$ cat src/rtl/mem_fabric_pkg.sv
// Shared types and default address map for the mem_fabric request router.
package mem_fabric_pkg;

    typedef enum logic [1:0] {
        IDLE  = 2'd0,
        ISSUE = 2'd1,
        RESP  = 2'd2
    } state_e;

    localparam int DEF_ADDR_W  = 64;
    localparam int DEF_N_TGT   = 4;
    localparam int DEF_TIMEOUT = 16;

    // Index 0 occupies the least-significant ADDR_W bits.
    localparam logic [DEF_N_TGT*DEF_ADDR_W-1:0] DEF_TGT_BASE = {
        64'h0000_0000_0000_0000,
        64'h0000_0000_0000_0000,
        64'hFFFF_FFFF_0000_0000,
        64'hFFFF_FFFF_FFFF_0000
    };

    localparam logic [DEF_N_TGT*DEF_ADDR_W-1:0] DEF_TGT_MASK = {
        64'h0000_0000_0000_0000,
        64'hFFFF_FFFF_FF00_0000,
        64'hFFFF_FFFF_0000_0000,
        64'hFFFF_FFFF_FFFF_0000
    };

endpackage

$ cat src/rtl/mem_fabric_decode.sv
// Masked address compare with lowest-index priority; yields hit, one-hot select
// and the target-relative offset.
module fabric_decode #(
    parameter int                      ADDR_W   = 64,
    parameter int                      N_TGT    = 4,
    parameter logic [N_TGT*ADDR_W-1:0] TGT_BASE = '0,
    parameter logic [N_TGT*ADDR_W-1:0] TGT_MASK = '0
) (
    input  logic [ADDR_W-1:0] addr_i,
    output logic              hit_o,
    output logic [N_TGT-1:0]  sel_o,
    output logic [ADDR_W-1:0] offset_o
);

    always_comb begin
        // NOTE: every output gets a default before the loop so no path leaves
        // a value unassigned, which would otherwise infer a latch.
        hit_o    = 1'b0;
        sel_o    = '0;
        offset_o = '0;
        // Walk from the top index down so the lowest matching index is written last.
        for (int i = N_TGT - 1; i >= 0; i--) begin
            if ((addr_i & TGT_MASK[i*ADDR_W +: ADDR_W]) == TGT_BASE[i*ADDR_W +: ADDR_W]) begin
                hit_o    = 1'b1;
                sel_o    = '0;
                sel_o[i] = 1'b1;
                offset_o = addr_i & ~TGT_MASK[i*ADDR_W +: ADDR_W];
            end
        end
    end

endmodule

$ cat src/rtl/mem_fabric.sv
// Single-outstanding request router: decodes an initiator request onto one of
// N_TGT target channels, waits for ready with a timeout, and returns one response.
module mem_fabric
    import mem_fabric_pkg::*;
#(
    parameter int                      ADDR_W   = 64,
    parameter int                      DATA_W   = 64,
    parameter int                      N_TGT    = 4,
    parameter logic [N_TGT*ADDR_W-1:0] TGT_BASE = DEF_TGT_BASE,
    parameter logic [N_TGT*ADDR_W-1:0] TGT_MASK = DEF_TGT_MASK,
    parameter int                      TIMEOUT  = DEF_TIMEOUT
) (
    input  logic                      clk,
    input  logic                      reset,

    input  logic                      req_valid,
    input  logic [ADDR_W-1:0]         req_addr,
    input  logic [DATA_W-1:0]         req_wdata,
    input  logic [3:0]                req_size,
    input  logic                      req_rw,
    output logic                      req_ready,

    output logic                      resp_valid,
    output logic [DATA_W-1:0]         resp_rdata,
    output logic                      resp_err,

    output logic [N_TGT-1:0]          tgt_valid,
    output logic [ADDR_W-1:0]         tgt_addr,
    output logic [DATA_W-1:0]         tgt_wdata,
    output logic [3:0]                tgt_size,
    output logic                      tgt_rw,
    input  logic [N_TGT-1:0]          tgt_ready,
    input  logic [N_TGT*DATA_W-1:0]   tgt_rdata,

    output logic [15:0]               err_count
);

    localparam int CNT_W = $clog2(TIMEOUT + 1);

    state_e              state_q, state_d;
    logic [ADDR_W-1:0]   addr_q, addr_d;
    logic [DATA_W-1:0]   wdata_q, wdata_d;
    logic [3:0]          size_q, size_d;
    logic                rw_q, rw_d;
    logic [N_TGT-1:0]    sel_q, sel_d;
    logic [DATA_W-1:0]   rdata_q, rdata_d;
    logic                err_q, err_d;
    logic [CNT_W-1:0]    cnt_q, cnt_d;
    logic [15:0]         err_cnt_q, err_cnt_d;

    logic                dec_hit;
    logic [N_TGT-1:0]    dec_sel;
    logic [ADDR_W-1:0]   dec_offset;
    logic                sel_ready;
    logic [DATA_W-1:0]   sel_rdata;

    fabric_decode #(
        .ADDR_W   (ADDR_W),
        .N_TGT    (N_TGT),
        .TGT_BASE (TGT_BASE),
        .TGT_MASK (TGT_MASK)
    ) u_decode (
        .addr_i   (req_addr),
        .hit_o    (dec_hit),
        .sel_o    (dec_sel),
        .offset_o (dec_offset)
    );

    // Only the latched channel's ready/rdata are ever looked at.
    assign sel_ready = |(tgt_ready & sel_q);

    always_comb begin
        sel_rdata = '0;
        for (int i = 0; i < N_TGT; i++) begin
            if (sel_q[i]) sel_rdata = tgt_rdata[i*DATA_W +: DATA_W];
        end
    end

    always_comb begin
        state_d   = state_q;
        addr_d    = addr_q;
        wdata_d   = wdata_q;
        size_d    = size_q;
        rw_d      = rw_q;
        sel_d     = sel_q;
        rdata_d   = rdata_q;
        err_d     = err_q;
        cnt_d     = cnt_q;
        err_cnt_d = err_cnt_q;
        unique case (state_q)
            IDLE: begin
                if (req_valid) begin
                    addr_d  = dec_offset;
                    wdata_d = req_wdata;
                    size_d  = req_size;
                    rw_d    = req_rw;
                    sel_d   = dec_sel;
                    rdata_d = '0;
                    cnt_d   = '0;
                    err_d   = ~dec_hit;
                    state_d = dec_hit ? ISSUE : RESP;
                end
            end
            ISSUE: begin
                // Ready on the last allowed cycle still wins over the timeout.
                if (sel_ready) begin
                    rdata_d = rw_q ? '0 : sel_rdata;
                    err_d   = 1'b0;
                    state_d = RESP;
                end else if (cnt_q == CNT_W'(TIMEOUT - 1)) begin
                    err_d   = 1'b1;
                    state_d = RESP;
                end else begin
                    cnt_d = cnt_q + CNT_W'(1);
                end
            end
            RESP: begin
                state_d = IDLE;
                if (err_q && (err_cnt_q != 16'hFFFF)) err_cnt_d = err_cnt_q + 16'd1;
            end
            default: state_d = IDLE;
        endcase
    end

    always_ff @(posedge clk or posedge reset) begin
        if (reset) begin
            state_q   <= IDLE;
            addr_q    <= '0;
            wdata_q   <= '0;
            size_q    <= '0;
            rw_q      <= 1'b0;
            sel_q     <= '0;
            rdata_q   <= '0;
            err_q     <= 1'b0;
            cnt_q     <= '0;
            err_cnt_q <= '0;
        end else begin
            // NOTE: non-blocking assignments so every register samples the
            // pre-edge values, independent of statement order.
            state_q   <= state_d;
            addr_q    <= addr_d;
            wdata_q   <= wdata_d;
            size_q    <= size_d;
            rw_q      <= rw_d;
            sel_q     <= sel_d;
            rdata_q   <= rdata_d;
            err_q     <= err_d;
            cnt_q     <= cnt_d;
            err_cnt_q <= err_cnt_d;
        end
    end

    assign req_ready  = (state_q == IDLE);
    assign tgt_valid  = (state_q == ISSUE) ? sel_q : '0;
    assign tgt_addr   = addr_q;
    assign tgt_wdata  = wdata_q;
    assign tgt_size   = size_q;
    assign tgt_rw     = rw_q;
    assign resp_valid = (state_q == RESP);
    assign resp_err   = (state_q == RESP) & err_q;
    assign resp_rdata = rdata_q;
    assign err_count  = err_cnt_q;

endmodule

$ cat config.mk
export PLATFORM = sky130hd
export DESIGN_NAME = mem_fabric
export DESIGN_NICKNAME = d
export VERILOG_FILES = /design/src/rtl/mem_fabric_pkg.sv /design/src/rtl/mem_fabric_decode.sv /design/src/rtl/mem_fabric.sv
export SDC_FILE = /design/constraint.sdc
export NUM_CORES = 1
export LEC_CHECK = 0
export CAP_MARGIN = 15
export CORE_AREA = 2 2 243 245
export DETAILED_ROUTE_END_ITERATION = 6
export DIE_AREA = 0 0 245 247
export SYNTH_ARGS = -nofsm -noshare
export SYNTH_HDL_FRONTEND = slang
export SYNTH_SLANG_ARGS = --single-unit
$ cat constraint.sdc
create_clock -name clk -period 18.1 [get_ports clk]
set_input_delay 3.62 -clock clk [delete_from_list [all_inputs] [get_ports clk]]
set_output_delay 3.62 -clock clk [all_outputs]
set_load 0.01 [all_outputs]
==> impl_metrics.ini <==
[outcome]
status = finished clean

[cts]
htree_levels = 1
numCtsBuffers = 28
ctsRootBufferMaster = clkbuf_16
cts_tree = built
clockBufferDepth = 3
cts.reportedPaths.clkPinSlew_ns = 0.06
cts.sinks = 225
clock_latency_ns = 0.56
post_cts_resized = 0
cts_setup_buffers = 0
postCtsHoldBufs = 0

[flow_run]
cap_viol_max_count = 0

[final_layout]
fill_cells = 5992
fin_nets = 2135
fin_util_pct = 32.01
areaGrowthSynthToFinish_pct = 72.88
drive_above_1_share_pct = 4.778

[timing]
max-slew-margin-rel_pct = 19.81
report.final.hold_viol_count = 0
fin_ws_ns = 12.19
clock.fmax_ghz = 0.1692
worst_slew_pin_slew_ns = 1.203
setup_violations = 0
finalSetupTns_ns = 0
slew_violations = 0
min_period_over_period_pct = 32.66
post-route-min-period_ns = 5.911
rsz0062_at_grt = false
skew_ns = 0.01691

[die]
row_count = 89
core_area_um2 = 58240
die_h_um = 247
io_pins = 616
die_width_um = 245
initial_core_util_pct = 18.51
die_area_um2 = 60520

[setup_path]
endpoint_kind = output port
crit_slowest_cell = clkdlybuf4s50_1
critPathRequiredTime_ns = 14.48
crit_fanout = 8
slowest_delay_ns = 0.58
critPathArrivalTime_ns = 2.29
path_cells = nand3b_1 -> inv_1 -> clkdlybuf4s50_1
startpoint_type = flop
r2r-start = sel_q[1]
startpoint = state_q[0]
worst-r2r-cell-count = 6
crit_type = flop to output port

[placement]
pre_cts_ws_ns = 11.82
place_congestion = 0.8566
dp_hpwl_um = 37030
portBuffers = 615

[logic_synthesis]
synth_edf_count = 0
syn-instance-count = 1173
synth_flop_cell = dfrtp_1
async_flop_share_pct = 100.0
syn_avg_cell_area_um2 = 9.193
ys_seq_elements = 225
synth_fp_nets = 1572
synth.distinct_cells = 49
yosys_warnings = 0
seq_area_frac_synth_pct = 52.22
synth_area_um2 = 10780

[global_routing]
grt_max_degree = 102
grt_use_total_pct = 15.69
first_global_vias = 11172
antenna_found_initial = 12
grt_pass1_wl_um = 71760
gr-total-overflow = 0

[route]
drt_iter0_markers = 436
ant_nets = 0
vias = 11269
wl_per_cell_um = 20.12
drc_errors = 0
drt_wl_total_um = 50960
vias_per_cell = 4.449
drt_first_pass_iters = 5

[power_and_ir_drop]
leakagePower_nw = 7.782
p_per_area_nw_per_um2 = 135.0
total_power_mw = 2.516
vdd_drop_max_uv = 77.02

[min_path]
hold_depth = 2
worst_hold_path_type = flop to flop
hold_path.startpoint = tgt_wdata[47]
[through the flow]
| step | area, um2 | instances | hold slack, ns |
|---|---|---|---|
| final | 18640 | 2533 | 0.4719 |
| after global routing | 18640 | 2532 | 0.4934 |
| after CTS | 18640 | 2531 | 0.4765 |
| after detailed placement | 17620 | 2479 | 0.4612 |
| after global placement | 17620 | 2479 | 0.4584 |
| after floorplan | 10780 | 1173 | 0.4688 |
[where the power goes]
part           internal [mW]  switching, mW
Combinational          0.537          0.515
Sequential             0.701          0.141
Clock                  0.388          0.234
[registers in the layout (all words and copies together), names as in the netlist]
| signal | flops |
|---|---|
| resp_rdata | 64 |
| tgt_addr | 64 |
| tgt_wdata | 64 |
| err_count | 16 |
| cnt_q | 5 |
| sel_q | 4 |
| tgt_size | 4 |
| state_q | 2 |
| err_q | 1 |
| tgt_rw | 1 |
[worst paths after layout]
path	to	slack, ns
max in group asynchronous	tgt_wdata[47]	13.01
min in group asynchronous	resp_rdata[59]	3.61
worst min-delay path	tgt_wdata[47]	0.47
worst max register to register	resp_rdata[53]	14.97
worst max-delay path	resp_err	12.19
worst min register to register	tgt_wdata[47]	0.47
[Yosys cell counts (5+ instances only)]
cell type	count	share of area, %
nand2_1	424	15
dfrtp_1	225	52
nor2b_1	68	3.9
o31ai_1	66	4.6
a221oi_1	64	5.2
a22o_1	64	5.2
clkbuf_1	46	1.6
o21ai_0	39	1.8
buf_2	36	1.7
nand4_1	18	1.0
nor4_1	14	0.81
o21ai_2	10	0.81
nand3_1	8	0.37
inv_1	7	0.24
xnor2_1	7	0.57
a21oi_1	6	0.28
and3_1	6	0.35
buf_1	6	0.21
nor2_1	6	0.21
xor2_1	6	0.49
and2_1	5	0.29
[routing by layer]
| metal | vias to the layer above | part of all wire (%) | global-route usage (%) |
|---|---|---|---|
| met2 | 505 | 50 | 27.49 |
| met4 | 4 | 3.0 | 4.950 |
| met1 | 5435 | 40 | 18.65 |
| li1 | 5234 | - | - |
| met5 | - | 0.055 | 0 |
| met3 | 91 | 7.8 | 4.168 |
[cells by family (layout without fill, tap and decap cells)]
| kind of cell | Yosys count | after routing | share of synthesized area, % |
|---|---|---|---|
| fa+ha+maj | 3 | 3 | 0.3481 |
| simple gates | 563 | 563 | 22.86 |
| mux | 3 | 3 | 0.3133 |
| flops | 225 | 225 | 52.22 |
| buf+inv | 100 | 685 | 4.119 |
| other cells | 0 | 2 | 0 |
| xor+xnor | 13 | 13 | 1.056 |
| compound gates | 266 | 266 | 19.09 |
[cell usage in the layout (no fill, tap or decap), drive strengths merged, types with 4 or more instances in the layout]
| master | netlist | final |
|---|---|---|
| and3 | 6 | 6 |
| nand4 | 19 | 19 |
| buf | 44 | 11 |
| nor2b | 68 | 68 |
| o31ai | 66 | 66 |
| and2 | 6 | 6 |
| clkdlybuf4s50 | 0 | 615 |
| nor4 | 15 | 15 |
| dfrtp | 225 | 225 |
| a22o | 64 | 64 |
| nand2 | 424 | 424 |
| bufinv | 0 | 5 |
| xnor2 | 7 | 7 |
| inv | 7 | 7 |
| nand3 | 8 | 8 |
| a221oi | 64 | 64 |
| o21ai | 52 | 52 |
| clkbuf | 49 | 41 |
| clkinv | 0 | 4 |
| xor2 | 6 | 6 |
| a21oi | 6 | 6 |
| nor2 | 7 | 7 |
[critical path: cells and delay by family, from the launching register on]
family	cells	cell delay (ns)
flip-flops	1	0.41
AND/OR/NAND/NOR	1	0.47
buffers and inverters	2	0.85
[cell type report]
type | count | area (um2) | area share [%]
tap | 773 | 967.2 | 5.188
inverter | 7 | 33.78 | 0.1812
sequential | 225 | 5639 | 30.25
clock inverter | 11 | 188.9 | 1.013
multi-input combinational | 848 | 4738 | 25.42
antenna | 2 | 5.005 | 0.02685
clock buffer | 41 | 830.8 | 4.457
timing repair buffer | 626 | 6238 | 33.47
(Power assumes the default switching activity.)
